===== config.mk =====
export PLATFORM = sky130hd
export DESIGN_NAME = fetch_controller
export DESIGN_NICKNAME = d
export VERILOG_FILES = /design/src/rtl/fetch_ctrl_pkg.sv /design/src/rtl/fetch_controller_hazard_detect.sv /design/src/rtl/fetch_controller.sv
export SDC_FILE = /design/constraint.sdc
export NUM_CORES = 1
export LEC_CHECK = 0
export BUFFER_PORTS_ARGS = -buffer_cell sky130_fd_sc_hd__buf_2
export CAP_MARGIN = 20
export CORE_ASPECT_RATIO = 1.1
export CORE_UTILIZATION = 30
export CTS_CLUSTER_DIAMETER = 100
export CTS_CLUSTER_SIZE = 16
export DETAILED_ROUTE_END_ITERATION = 10
export PLACE_DENSITY = 0.57
export SYNTH_ARGS = -nofsm -noshare
export SYNTH_HDL_FRONTEND = slang
export SYNTH_SLANG_ARGS = --single-unit

===== constraint.sdc =====
create_clock -name clk -period 6.4 [get_ports clk]
set_input_delay 0.32 -clock clk [delete_from_list [all_inputs] [get_ports clk]]
set_output_delay 0.32 -clock clk [all_outputs]
set_load 0.01 [all_outputs]

===== src/rtl/fetch_ctrl_pkg.sv =====
// fetch_ctrl_pkg: shared encodings for the fetch controller and decode.
// FSM states, halt cause codes, the per-cycle action selector, the
// canonical NOP and the RV opcode constants used by decode.
package fetch_ctrl_pkg;

  typedef enum logic {
    ST_RUN  = 1'b0,
    ST_HALT = 1'b1
  } fc_state_t;

  typedef enum logic [1:0] {
    CAUSE_NONE     = 2'd0,
    CAUSE_FETCH    = 2'd1,
    CAUSE_ILLEGAL  = 2'd2,
    CAUSE_MISALIGN = 2'd3
  } halt_cause_t;

  // One action per cycle, already resolved in priority order.
  typedef enum logic [2:0] {
    ACT_ADVANCE,
    ACT_REDIRECT,
    ACT_MISALIGN,
    ACT_ILLEGAL,
    ACT_FETCH_FAULT,
    ACT_STALL,
    ACT_HALTED
  } fc_action_t;

  localparam logic [31:0] NOP_INSTR = 32'h0000_0013;

  localparam logic [6:0] OPC_LOAD   = 7'b000_0011;
  localparam logic [6:0] OPC_OP_IMM = 7'b001_0011;
  localparam logic [6:0] OPC_AUIPC  = 7'b001_0111;
  localparam logic [6:0] OPC_STORE  = 7'b010_0011;
  localparam logic [6:0] OPC_OP     = 7'b011_0011;
  localparam logic [6:0] OPC_LUI    = 7'b011_0111;
  localparam logic [6:0] OPC_BRANCH = 7'b110_0011;
  localparam logic [6:0] OPC_JALR   = 7'b110_0111;
  localparam logic [6:0] OPC_JAL    = 7'b110_1111;

  function automatic logic [6:0] opcode_of(input logic [31:0] instr);
    return instr[6:0];
  endfunction

endpackage


===== src/rtl/fetch_controller_hazard_detect.sv =====
// hazard_detect: combinational load-use comparator between the load in EX
// and the source registers of the instruction sitting in IF/ID.
module hazard_detect
  import fetch_ctrl_pkg::*;
(
  input  logic       if_id_valid,
  input  logic       ex_mem_read,
  input  logic [4:0] ex_rd,
  input  logic [4:0] id_rs1,
  input  logic [4:0] id_rs2,
  output logic       hazard
);

  // x0 is never a real dependency, so a load targeting it cannot stall.
  always_comb begin
    hazard = if_id_valid && ex_mem_read && (ex_rd != 5'd0) &&
             ((ex_rd == id_rs1) || (ex_rd == id_rs2));
  end

endmodule


===== src/rtl/fetch_controller.sv =====
// fetch_controller: front-end sequencer owning PC and the IF/ID register.
// Handles load-use stalls, EX redirects with IF/ID flush, and a sticky halt
// on fetch, illegal-instruction and misaligned-target faults.
// Optional build macro FETCH_CTRL_PERF_EN adds stall/flush perf counters.
module fetch_controller
  import fetch_ctrl_pkg::*;
#(
  parameter int unsigned           XLEN       = 64,
  parameter logic [XLEN-1:0]       RESET_PC   = '0,
  parameter int unsigned           IMEM_BYTES = 1024
) (
  input  logic            clk,
  input  logic            reset,
  input  logic [31:0]     imem_instr,
  input  logic [4:0]      id_rs1,
  input  logic [4:0]      id_rs2,
  input  logic            id_instr_valid,
  input  logic [4:0]      ex_rd,
  input  logic            ex_mem_read,
  input  logic            ex_branch_taken,
  input  logic [XLEN-1:0] ex_branch_target,
  output logic [XLEN-1:0] pc,
  output logic [XLEN-1:0] if_id_pc,
  output logic [31:0]     if_id_instr,
  output logic            if_id_valid,
  output logic            stall,
  output logic            id_ex_bubble,
  output logic            halted,
  output logic [1:0]      halt_cause
`ifdef FETCH_CTRL_PERF_EN
  ,
  output logic [31:0]     perf_stall_cnt,
  output logic [31:0]     perf_flush_cnt
`endif
);

  localparam logic [XLEN-1:0] IMEM_LIMIT = XLEN'(IMEM_BYTES);
  localparam logic [XLEN-1:0] PC_STEP    = XLEN'(4);

  fc_state_t       state;
  halt_cause_t     cause_q;
  logic [XLEN-1:0] pc_q;
  logic            if_id_valid_q;
  logic            hazard;
  fc_action_t      act;

  hazard_detect u_hazard (
    .if_id_valid (if_id_valid_q),
    .ex_mem_read (ex_mem_read),
    .ex_rd       (ex_rd),
    .id_rs1      (id_rs1),
    .id_rs2      (id_rs2),
    .hazard      (hazard)
  );

  // Resolve this cycle's single action; redirect outranks everything so a
  // wrong-path instruction in IF/ID can neither stall nor fault.
  always_comb begin
    act = ACT_ADVANCE;
    if (state == ST_HALT) begin
      act = ACT_HALTED;
    end else if (ex_branch_taken) begin
      act = (ex_branch_target[1:0] != 2'b00) ? ACT_MISALIGN : ACT_REDIRECT;
    end else if (if_id_valid_q && !id_instr_valid) begin
      act = ACT_ILLEGAL;
    end else if (pc_q >= IMEM_LIMIT) begin
      act = ACT_FETCH_FAULT;
    end else if (hazard) begin
      act = ACT_STALL;
    end
  end

  // Stall/bubble are combinational; IF/ID valid is masked while halted.
  always_comb begin
    stall        = (act == ACT_STALL);
    id_ex_bubble = act inside {ACT_REDIRECT, ACT_MISALIGN, ACT_ILLEGAL,
                               ACT_STALL, ACT_HALTED};
    halted       = (state == ST_HALT);
    if_id_valid  = if_id_valid_q && (state != ST_HALT);
    halt_cause   = cause_q;
    pc           = pc_q;
  end

  // RUN/HALT state machine together with the PC and IF/ID registers.
  always_ff @(posedge clk) begin
    if (reset) begin
      state         <= ST_RUN;
      cause_q       <= CAUSE_NONE;
      pc_q          <= RESET_PC;
      if_id_pc      <= '0;
      if_id_instr   <= NOP_INSTR;
      if_id_valid_q <= 1'b0;
    end else begin
      case (act)
        ACT_REDIRECT: begin
          pc_q          <= ex_branch_target;
          if_id_valid_q <= 1'b0;
        end
        ACT_MISALIGN: begin
          state   <= ST_HALT;
          cause_q <= CAUSE_MISALIGN;
        end
        ACT_ILLEGAL: begin
          state   <= ST_HALT;
          cause_q <= CAUSE_ILLEGAL;
        end
        ACT_FETCH_FAULT: begin
          state   <= ST_HALT;
          cause_q <= CAUSE_FETCH;
        end
        ACT_ADVANCE: begin
          if_id_instr   <= imem_instr;
          if_id_pc      <= pc_q;
          if_id_valid_q <= 1'b1;
          pc_q          <= pc_q + PC_STEP;
        end
        default: ;
      endcase
    end
  end

`ifdef FETCH_CTRL_PERF_EN
  // Saturating perf counters; neither action occurs in HALT so they freeze.
  always_ff @(posedge clk) begin
    if (reset) begin
      perf_stall_cnt <= '0;
      perf_flush_cnt <= '0;
    end else begin
      if (act == ACT_STALL && perf_stall_cnt != '1)
        perf_stall_cnt <= perf_stall_cnt + 32'd1;
      if (act == ACT_REDIRECT && perf_flush_cnt != '1)
        perf_flush_cnt <= perf_flush_cnt + 32'd1;
    end
  end
`endif

endmodule


==> qor.yml <==
synth:
  ys_seq_elements: 164
  synth_top_area_share_pct: 56.7
  syn-num-nets: 747
  yosys.cell_count.top_type: "dfxtp_1"
  synthFlopType: "dfxtp_1"
  ys_types: 42
  synth_top_cells_by_count: "dfxtp_1, nand2_1, nor2_1, a21oi_1, and2_1"
  yosysTopAreaCell: "dfxtp_1"
  async_reset_ff_share_pct: 0
  yosys_warnings: 0
  syn_area_sq_mm: 0.00579
  synth_area_per_cell_sq_um: 9.21
  ys_seq_area_share_pct: 56.7
  synthTopCellsByArea: "dfxtp_1, nand2_1, mux2i_1"
  synthCells: 629
  synth_edf_count: 0
die:
  rows: 52
  core-area_sq_mm: 0.0187
  die-area_sq_mm: 0.0199
  pin_count: 282
  initial_utilization_pct: 31.0
  die_w_um: 134
  die_h_um: 148
clocking:
  clockBufferDepth: 2
  insertion_delay_ns: 0.42
  cts_tree: "done"
  cts-resized-gates: 0
  postCtsHoldBufs: 0
  cts-root-buf: "clkbuf_16"
  htreeDepth: 4
  cts_buffers: 17
  postCtsSetupBuffers: 0
  cts_sinks: 164
  clk_pin_slew_worst_paths_ns: 0.07
route:
  via_per_inst: 4.41
  wl_um: 16700
  drt_first_pass_iters: 4
  ant_nets: 0
  first_iter_violations: 176
  wire_per_inst_um: 14.4
  vias: 5095
  drc_errors: 0
timing:
  worst_pin_slew_ns: 1.05
  fmax_ghz: 0.333
  rsz0062_at_grt: "false"
  finalCriticalPeriod_ns: 3.00
  fin_crit_sh_pct: 46.9
  finalHoldViolCount: 0
  slew_headroom_pct: 30.3
  hold_ws_ns: 0.129
  slew_violations: 0
  setup_viol: 0
  finalClockSkew_ns: 0.0131
  setup_tns_ns: 0
grt:
  grt_pass1_vias: 4848
  grt_max_degree: 94
  grt_pass1_wl_um: 25800
  antenna_found_initial: 4
  track_usage_pct: 16.9
  grt.overflow.total: 0
critical_path:
  cp_data_arrival_time_ns: 3.25
  cp-start-kind: "flip-flop"
  reg2reg_depth: 7
  r2r_setup_slack_ns: 3.40
  crit_slowest_cell: "nand2b_1"
  r2r-end: "pc[38]$_SDFFE_PP0P_"
  critical_path_required_ns: 6.65
  slowest_delay_ns: 0.69
  critical_path_class: "reg2reg"
  crit_fanout: 22
  crit-reg2reg-launch: "pc[18]$_SDFFE_PP0P_"
  cp-end-kind: "flip-flop"
  crit_path_cell_trace: "nor4_1 > nand4_1 > nor4_4 > o211ai_1 > buf_4 > nand2b_1 > a21oi_1"
placed_design:
  numPortBuffers: 281
  gp_congestion: 0.802
  place_hpwl_um: 11600
final_layout:
  layout-drive-gt1-share_pct: 35.5
  nets: 1015
  final_core_util_pct: 42.6
  area_growth_pct: 37.4
worst_hold_path:
  worstHoldStart: "imem_instr[18]"
  whs_endpoint: "if_id_instr[18]$_SDFFE_PP0N_"
  hold_class: "in2reg"
  min_path_cells: 3
run_status:
  status: "complete, no violations"
run:
  maxCapViolCount: 0
power:
  p_leak_nw: 3.96
  power_mw: 2.22
  irDropWorstVdd_uv: 165
  powerDensity_mw_per_mm2: 279
-- layout by cell type (no fill, tap or decap), types with 9 or more instances in the layout --
cell,n
buf_2,280
nor3_1,9
xor2_1,10
clkbuf_16,17
nor2_1,68
mux2i_1,40
nand2_1,119
dfxtp_1,164
a21oi_1,59
and2_1,57
nor4_1,13
-- final cells by class --
class	instances	area (sq um)
fill	1932	10700
sequential	164	3280
multi-input combinational	424	2360
timing repair buffer	286	1450
clock buffer	18	439
tap	243	304
clock inverter	12	98.8
inverter	4	15.0
antenna	4	10.0
-- power by group --
group	internal (mW)	switching [mW]	total [mW]	leakage, nW
Clock	0.510	0.434	0.944	0.258
Sequential	1.05	0.0205	1.07	1.33
Combinational	0.0893	0.120	0.210	2.37
Total	1.65	0.575	2.22	3.96
-- flip-flops by register name, summed over array words and instances, names as in the netlist --
signal,count
if_id_pc,64
pc,64
if_id_instr,32
halt_cause,2
halted,1
if_id_valid_q,1
-- metrics by stage --
stage / instance area, sq um / setup slack, ns / cells
2_1_floorplan: 5790 / 4.19 / 629
3_3_place_gp: 7400 / 3.49 / 1120
3_5_place_dp: 7400 / 3.39 / 1120
4_1_cts: 7940 / 3.38 / 1150
5_1_grt: 7950 / 3.14 / 1153
6_report: 7960 / 3.40 / 1155
-- layer usage --
layer	vias to the layer above	part of all wire, %	GRT usage (%)
met1	2274	42	19.5
met4	0	2.5	7.70
li1	2631	-	-
met5	-	0	0
met2	166	49	28.6
met3	24	6.7	5.04
-- critical path: cells and delay by family (launching register included) --
kind / cells / cell delay (ns)
buf+inv: 1 / 0.27
simple gates: 4 / 1.95
compound gates: 2 / 0.30
flops: 1 / 0.32
-- kinds of logic (layout without fill, tap and decap cells) --
family	Yosys count	in the layout	share of synthesized area, %
buf+inv	41	320	2.77
xor+xnor	11	11	1.66
flops	164	164	56.7
mux	41	41	7.11
fa+ha+maj	2	2	0.432
compound gates	80	80	8.01
simple gates	290	290	23.3
other cells	0	4	0
-- worst max path at each step --
stage,start,to,slack (ns),cells after the start
3_5_place_dp,pc[18]$_SDFFE_PP0P_,pc[38]$_SDFFE_PP0P_,3.39,7
6_report,pc[18]$_SDFFE_PP0P_,pc[38]$_SDFFE_PP0P_,3.40,7
4_1_cts,pc[18]$_SDFFE_PP0P_,pc[38]$_SDFFE_PP0P_,3.38,7
2_1_floorplan,pc[29]$_SDFFE_PP0P_,pc[10]$_SDFFE_PP0P_,4.19,7
3_3_place_gp,pc[18]$_SDFFE_PP0P_,pc[56]$_SDFFE_PP0P_,3.49,7
5_1_grt,pc[13]$_SDFFE_PP0P_,pc[38]$_SDFFE_PP0P_,3.14,7
Power figures use the tool's default switching activity.
